**config.mk**
```make
export PLATFORM = sky130hd
export DESIGN_NAME = reg_wr_arb
export DESIGN_NICKNAME = d
export VERILOG_FILES = /design/src/rtl/reg_wr_arb.sv
export SDC_FILE = /design/constraint.sdc
export NUM_CORES = 1
export LEC_CHECK = 0
export ABC_AREA = 1
export BUFFER_PORTS_ARGS = -buffer_cell sky130_fd_sc_hd__buf_2
export CORE_MARGIN = 5
export CORE_UTILIZATION = 51
export CTS_CLUSTER_DIAMETER = 30
export CTS_CLUSTER_SIZE = 25
export DETAILED_ROUTE_END_ITERATION = 10
export GPL_ROUTABILITY_DRIVEN = 0
export HOLD_SLACK_MARGIN = 0.12
export PLACE_DENSITY_LB_ADDON = 0.2
export SLEW_MARGIN = 15
export SYNTH_ARGS = -nofsm -noshare
export SYNTH_HDL_FRONTEND = slang
export SYNTH_SLANG_ARGS = --single-unit
```
**constraint.sdc**
```tcl
create_clock -name clk -period 4.8 [get_ports clk]
set_input_delay 0.72 -clock clk [delete_from_list [all_inputs] [get_ports clk]]
set_output_delay 0.72 -clock clk [all_outputs]
set_load 0.05 [all_outputs]
```
**src/rtl/reg_wr_arb.sv**
```systemverilog
// Round-robin arbiter sharing the coefficient-register write bus between NREQ requesters.
// Optional define REG_WR_ARB_LOCK_EN adds req_lock and an ARB/LOCKED ownership FSM.
module reg_wr_arb #(
    parameter int NREQ = 4,
    parameter int DW   = 8,
    parameter int AW   = 32,
    parameter int GW   = 2
) (
    input  logic                 clk,
    input  logic                 rst_b,
    input  logic [NREQ-1:0]      req_valid,
    output logic [NREQ-1:0]      req_ready,
    input  logic [NREQ*AW-1:0]   req_addr,
    input  logic [NREQ*DW-1:0]   req_wdata,
`ifdef REG_WR_ARB_LOCK_EN
    input  logic [NREQ-1:0]      req_lock,
`endif
    input  logic                 reg_stall,
    output logic                 reg_wea,
    output logic [AW-1:0]        reg_addr,
    output logic [DW-1:0]        reg_wdata,
    output logic [GW-1:0]        grant_id
);

    logic [GW-1:0]   ptr;
    logic [GW-1:0]   ptr_nxt;
    logic [GW-1:0]   sel;
    logic [GW-1:0]   sel_inc;
    logic            found;
    logic            xfer;
    logic [NREQ-1:0] elig;
    logic [AW-1:0]   sel_addr;
    logic [DW-1:0]   sel_wdata;

`ifdef REG_WR_ARB_LOCK_EN
    typedef enum logic {ARB, LOCKED} state_t;

    state_t        state;
    state_t        state_nxt;
    logic [GW-1:0] owner;
    logic [GW-1:0] owner_nxt;
    logic          sel_lock;
`endif

    // While locked, only the owner may compete even if it is currently idle.
    always_comb begin
        elig = req_valid;
`ifdef REG_WR_ARB_LOCK_EN
        if (state == LOCKED) begin
            elig = '0;
            for (int i = 0; i < NREQ; i++) begin
                if (owner == GW'(i)) begin
                    elig[i] = req_valid[i];
                end
            end
        end
`endif
    end

    // Outer loop walks priority order from ptr, so the first hit wins.
    always_comb begin
        found     = 1'b0;
        sel       = '0;
        sel_addr  = '0;
        sel_wdata = '0;
`ifdef REG_WR_ARB_LOCK_EN
        sel_lock  = 1'b0;
`endif
        for (int k = 0; k < NREQ; k++) begin
            for (int i = 0; i < NREQ; i++) begin
                if (!found && elig[i] && (((int'(ptr) + k) % NREQ) == i)) begin
                    found     = 1'b1;
                    sel       = GW'(i);
                    sel_addr  = req_addr[i*AW +: AW];
                    sel_wdata = req_wdata[i*DW +: DW];
`ifdef REG_WR_ARB_LOCK_EN
                    sel_lock  = req_lock[i];
`endif
                end
            end
        end
    end

    always_comb begin
        req_ready = '0;
        if (rst_b && !reg_stall && found) begin
            for (int i = 0; i < NREQ; i++) begin
                req_ready[i] = (sel == GW'(i));
            end
        end
    end

    assign xfer    = |(req_valid & req_ready);
    assign sel_inc = (sel == GW'(NREQ - 1)) ? '0 : sel + 1'b1;

    // A locking transfer freezes ptr; the releasing transfer moves it past the owner.
    always_comb begin
        ptr_nxt = ptr;
`ifdef REG_WR_ARB_LOCK_EN
        state_nxt = state;
        owner_nxt = owner;
        if (xfer) begin
            case (state)
                ARB: begin
                    if (sel_lock) begin
                        state_nxt = LOCKED;
                        owner_nxt = sel;
                    end else begin
                        ptr_nxt = sel_inc;
                    end
                end
                LOCKED: begin
                    if (!sel_lock) begin
                        state_nxt = ARB;
                        ptr_nxt   = sel_inc;
                    end
                end
                default: state_nxt = ARB;
            endcase
        end
`else
        if (xfer) begin
            ptr_nxt = sel_inc;
        end
`endif
    end

`ifdef REG_WR_ARB_LOCK_EN
    always_ff @(posedge clk) begin
        if (!rst_b) begin
            state <= ARB;
            owner <= '0;
        end else begin
            state <= state_nxt;
            owner <= owner_nxt;
        end
    end
`endif

    always_ff @(posedge clk) begin
        if (!rst_b) begin
            reg_wea   <= 1'b0;
            reg_addr  <= '0;
            reg_wdata <= '0;
            grant_id  <= '0;
            ptr       <= '0;
        end else begin
            reg_wea <= xfer;
            ptr     <= ptr_nxt;
            if (xfer) begin
                reg_addr  <= sel_addr;
                reg_wdata <= sel_wdata;
                grant_id  <= sel;
            end
        end
    end

endmodule
```
Word level (Yosys, flattened, before mapping):

Cells that the tools add are included.
Widths: inputs -> output; s select.

* $add $sub $neg: 4
* eq/ne operators: 15
* mux-type cells: 65
* bitwise operators: 4
* reductions and logical operators: 58

Operators with widths (count)
* $mux 32: 16
* $logic_not 32->1: 4
* $mux 8: 16
* $logic_and 1x1->1: 33
* $mux 2: 15
* $eq 3x3->1 const B: 6
* $mux 1: 17
* $logic_not 1->1: 16
* $eq 3x2->1 const B: 3
* $eq 2x2->1 const B: 4
* $reduce_or 2->1: 3
* $add 2x1->2 const B: 2
* $add 2x2->2 const B: 2
* $and 4x4->4: 1
* $eq 2x1->1 const B: 2
* $mux 4: 1
* $reduce_or 4->1: 1
* $and 1x1->1 const A: 3
* $logic_not 2->1: 1

* flip-flop bits (word level): 45
* output and inout port bits: 47

Logic depth before layout (Yosys ltp):

* depth in word-level cells: 67
* mapped depth: 25
* mapped depth without buffers: 23

Worst setup path before layout:

Ideal clock, no wire load.

* path kind: input to output
* from: input port req_valid[3]
* to: output port req_ready[2]
* arrival: 3.157 ns
* setup slack: 0.923 ns
* stages: 15
* cells stage by stage: nand3_1 nand4_2 nor2_4 nand4_4 nor2_4 nand4_2 nor2_2 nand2_1 nor2_1 buf_2 inv_1 nand3_1 ha_1 inv_1 nor2_1

* longest elaborated chain between the ends: 53
* elaborated cells between the ends (all ways): 67
* classes of those cells: eq/ne (1); mux (27); reduce/logical (39)

RTL lines
* start: declaration: RTL line 11 `input logic [NREQ-1:0] req_valid,`
* $logic_and 1x1->1 (2 in series): RTL line 71 `if (!found && elig[i] && (((int'(ptr) + k) % NREQ) == i)) begin`
* $mux 1: RTL line 71
* $logic_not 1->1: RTL line 71
* $logic_and 1x1->1 (2 in series): RTL line 71
* $mux 1: RTL line 71
* $logic_not 1->1: RTL line 71
* $logic_and 1x1->1 (2 in series): RTL line 71
* $mux 1: RTL line 71
* [... 33 more ...]
* $logic_and 1x1->1 (2 in series): RTL line 71
* $mux 1: RTL line 71
* $logic_not 1->1: RTL line 71
* $logic_and 1x1->1 (2 in series): RTL line 71
* $mux 2 *: RTL line 71
* named net sel[1]: RTL line 27 `logic [GW-1:0] sel;`
* $eq 2x2->1 *: RTL line 88 `req_ready[i] = (sel == GW'(i));`
* $mux 4 *: RTL line 86 `if (rst_b && !reg_stall && found) begin`
* end: declaration: RTL line 12 `output logic [NREQ-1:0] req_ready,`

The timed path passes the listed nets; every way through them passes the cells marked *.

Worst setup path in the final report:

* from: input port req_valid[1]
* to: register reg_wdata[3]

* longest elaborated chain between the ends: 63
* elaborated cells between the ends (all ways): 97
* classes of those cells: eq/ne (3); mux (46); bitwise (1); reduce/logical (47)

RTL lines
* $logic_and 1x1->1 (2 in series): RTL line 71
* $mux 1: RTL line 71
* $logic_not 1->1: RTL line 71
* $logic_and 1x1->1 (2 in series): RTL line 71
* $mux 1: RTL line 71
* $logic_not 1->1: RTL line 71
* $logic_and 1x1->1 (2 in series): RTL line 71
* $mux 1: RTL line 71
* [... 44 more ...]
* $logic_not 1->1: RTL line 71
* $logic_and 1x1->1 (2 in series): RTL line 71
* $mux 2 *: RTL line 71
* named net sel[0]: RTL line 27
* $eq 2x1->1, or another cell as far along: RTL line 88
* $mux 4 *: RTL line 86
* $and 4x4->4 *: RTL line 93 `assign xfer = |(req_valid & req_ready);`
* $reduce_or 4->1 *: RTL line 93
* end signal: assignment: RTL line 152 `reg_wdata <= sel_wdata;`
* end: declaration: RTL line 21 `output logic [DW-1:0] reg_wdata,`

Marked as above.
A chain may end at the register's enable or synchronous reset.

==> impl_results.md <==
* Max-cap violation count at 0
* DRT Wirelength at ~27000 um
* Gate Count Post-Synth at ~1400
* Cell Area, Synth at around 6700 um2
* WS Path Type: input pin to register
* GR Util All Layers at about a third
* CP endpoint kind: register
* H-tree Lvls at 2
* Syn nets at 1536
* Initial Utilization at a little over half
* Fin Setup TNS at 0 ps
* Netlist cell types at 29
* Max VDD drop at ~200 uV
* Reg power frac at between 10% and 20%
* Post-synthesis sequential area ratio at a little over an eighth
* Ratio of cells with drive above 1 in the final layout at between 15 and 20%
* Worst path cell trace: buf_2, nand3_1, nand4_2, nor2_4, nand4_4, nor2_4, nand4_2, nor2_2, nand2_1, nor2_1, nand2_1, inv_2, nor2_1, inv_1, ha_1, inv_1, or4_1, nand2_2, inv_1, nand2_2, buf_4, nand2_1, nand2_1
* First-pass GRT wire length at approximately 43000 um
* TritonCTS clock tree: yes
* Leakage at approximately 4.2 nW
* RSZ-0062 raised after global routing: false
* Antenna violations before repair at 5
* CP max-delay cell: or4_1
* Hold Buf Count CTS at 0
* Yosys warns at 0
* Layout Skew at between 2 and 3 ps
* P_int at 0.001338 W
* Fin. max-slew vios at 0
* Worst-skew pair later-pin latency at 290 ps
* CP max stage delay at 410 ps
* Drt drc at 0
* Reg area at approximately 900 um2
* Final worst path period share at approximately 84%
* Design area at approximately 8000 um2
* Drt pass-1 iters at 6
* Initial DRC count at 1328
* Final hold vios at 0
* Hold Path Class: register to register
* Clock Root Buffer: clkbuf_16
* Largest net degree at the start of global routing at 46
* TritonCTS Buffers at 5
* Worst endpoint required time at roughly 5000 ps
* # clock sinks at 45
* Clk slew on worst S/H paths at 60 ps
* Clk pwr share at between 10 and 15%
* Psw at 0.001773 W
* Slack of the worst reg-to-reg path at around 900 ps
* Vias in the first global route at roughly 8800
* Nets at between 1500 and 2000
* Status: finished clean
* Finish-stage setup viols at 0
* Synth top area share at approximately 25%
* Final HPWL DP at 18440 um
* Dominant cells by area after synthesis: nand2_1 (25%), nor2_1 (15%), dfxtp_1 (13%)
* Grt ovf at 0
* Num rows at just over 40
* Mean post-synth cell area at between 4 and 5 um2
* Ports at between 200 and 250
* F_max at between 200 and 250 MHz
* Flops & latches, synth at 45
* Die width at ~120 um
* Fillers at roughly 1300
* Sw Share at a little under three fifths
* Setup crit start kind: input pin
* Final min period at between 4000 and 5000 ps
* Post-DR vias/cell at around 5.7
* PortBufs at about 210
* Setup bufs post-CTS at 0
* Fin Hold WS at around 470 ps
* Die height at roughly 120 um
* Crit-path most repeated cell: nand2_1
* Slew margin rel. at around a fifth
* Crit Path Max Fanout at 29
* Top cell type by total area after synthesis: nand2_1
* Vias at between 9000 and 10000
* Post-CTS sizing at 0
* Core Area at between 10000 and 15000 um2
* P per Cell Area at about 390 nW/um2
* Area occupied by multi-input gates at ~4900 um2
* Routed length per placed instance at 15.85 um
* Combinational Power Share at between 70% and 80%
* Area delta synth->final at 19.86%
* Bufs on Longest Clock Path at 2
* WP data arrival at about 4200 ps
* Worst slew pin tran at 1204 ps
* Die ar. at 15480 um2
* ANT nets after route at 0
* Dpl cell area at roughly 8000 um2
-- cells in the mapped netlist, drive strengths merged --
| library cell | number |
|---|---|
| a21oi | 34 |
| nand4 | 41 |
| or4 | 1 |
| nand3 | 140 |
| nor4 | 3 |
| a211oi | 16 |
| nor2 | 278 |
| dfxtp | 45 |
| clkbuf | 54 |
| o21ai | 40 |
| ha | 4 |
| o22ai | 4 |
| nand2 | 451 |
| buf | 23 |
| nor3 | 32 |
| o2111ai | 5 |
| o211ai | 40 |
| inv | 154 |
-- critical path, delay by kind of cell --
kind | cells | cell delay, ps
and+or+nand+nor | 16 | 2570
adders and majority gates | 1 | 140
buffers and inverters | 6 | 810
-- per-stage QoR --
stage	setup slack [ps]	total power, W	utilization [%]	instances
2_1_floorplan	923.4	0.002102	-	1365
3_3_place_gp	712.3	0.002688	61.65	1699
3_5_place_dp	558.2	0.002708	61.65	1699
4_1_cts	842.8	0.003069	62.83	1707
5_1_grt	441.8	0.003357	62.91	1711
6_report	790.3	0.003111	62.91	1711
-- cell families after synthesis --
family	Yosys count	share of synthesized area [%]
and+or+nand+nor	946	59.36
adders and majority gates	4	0.7495
DFF	45	13.49
buffers and inverters	231	13.53
AOI/OAI and AO/OA	139	12.87
-- layer usage --
| metal | up-vias | track usage (%) | part of all wire (%) |
|---|---|---|---|
| met3 | 117 | 6.604 | 14 |
| met5 | - | 0 | 0.048 |
| met2 | 715 | 52.29 | 43 |
| met4 | 2 | 14.18 | 3.9 |
| met1 | 4191 | 43.37 | 39 |
| li1 | 4703 | - | - |
-- layout make-up --
| cell class | instances | share of cell area [%] |
|---|---|---|
| Inverter | 154 | 7.222 |
| Timing Repair Buffer | 239 | 15.76 |
| Clock buffer | 5 | 1.563 |
| Antenna cell | 4 | 0.1251 |
| Sequential cell | 45 | 11.26 |
| Multi-Input combinational cell | 1089 | 61.08 |
| Clock inverter | 3 | 0.3126 |
| Tap cell | 172 | 2.689 |
-- flip-flops by register name, indices dropped and copies added, names as in the netlist --
signal,flops
reg_addr,32
reg_wdata,8
reg_wea,1
ptr,2
grant_id,2
-- power by group through the flow --
| stage | combinational, W | clock, W | sequential, W |
|---|---|---|---|
| global placement | 0.00212 | 0 | 0.000569 |
| finish | 0.00219 | 0.000357 | 0.000563 |
| floorplan | 0.00117 | 0 | 0.000936 |
| detailed placement | 0.00214 | 0 | 0.000569 |
| CTS | 0.00215 | 0.000360 | 0.000562 |
| global route | 0.00241 | 0.000376 | 0.000576 |
-- cells in the final DEF, fill, tap and decap left out, drive strengths merged --
cell type,netlist,layout
nand2,451,451
dfxtp,45,45
diode,0,4
o22ai,4,4
a211oi,16,16
clkinv,0,1
nor4,3,3
buf,23,239
nand3,140,140
nand4,41,41
clkbuf,54,5
or4,1,1
a21oi,34,34
o2111ai,5,5
nor2,278,278
clkinvlp,0,1
o21ai,40,40
o211ai,40,40
inv,154,155
nor3,32,32
ha,4,4
-- final timing paths --
| kind | start | endpoint | cells past startpoint |
|---|---|---|---|
| min reg2reg | reg_addr[24] | reg_addr[24] | 2 |
| max reg2reg | ptr[1] | reg_wdata[3] | 23 |
| max | req_valid[1] | reg_wdata[3] | 23 |
| min | reg_addr[24] | reg_addr[24] | 2 |
Power figures use the tool's default switching activity.
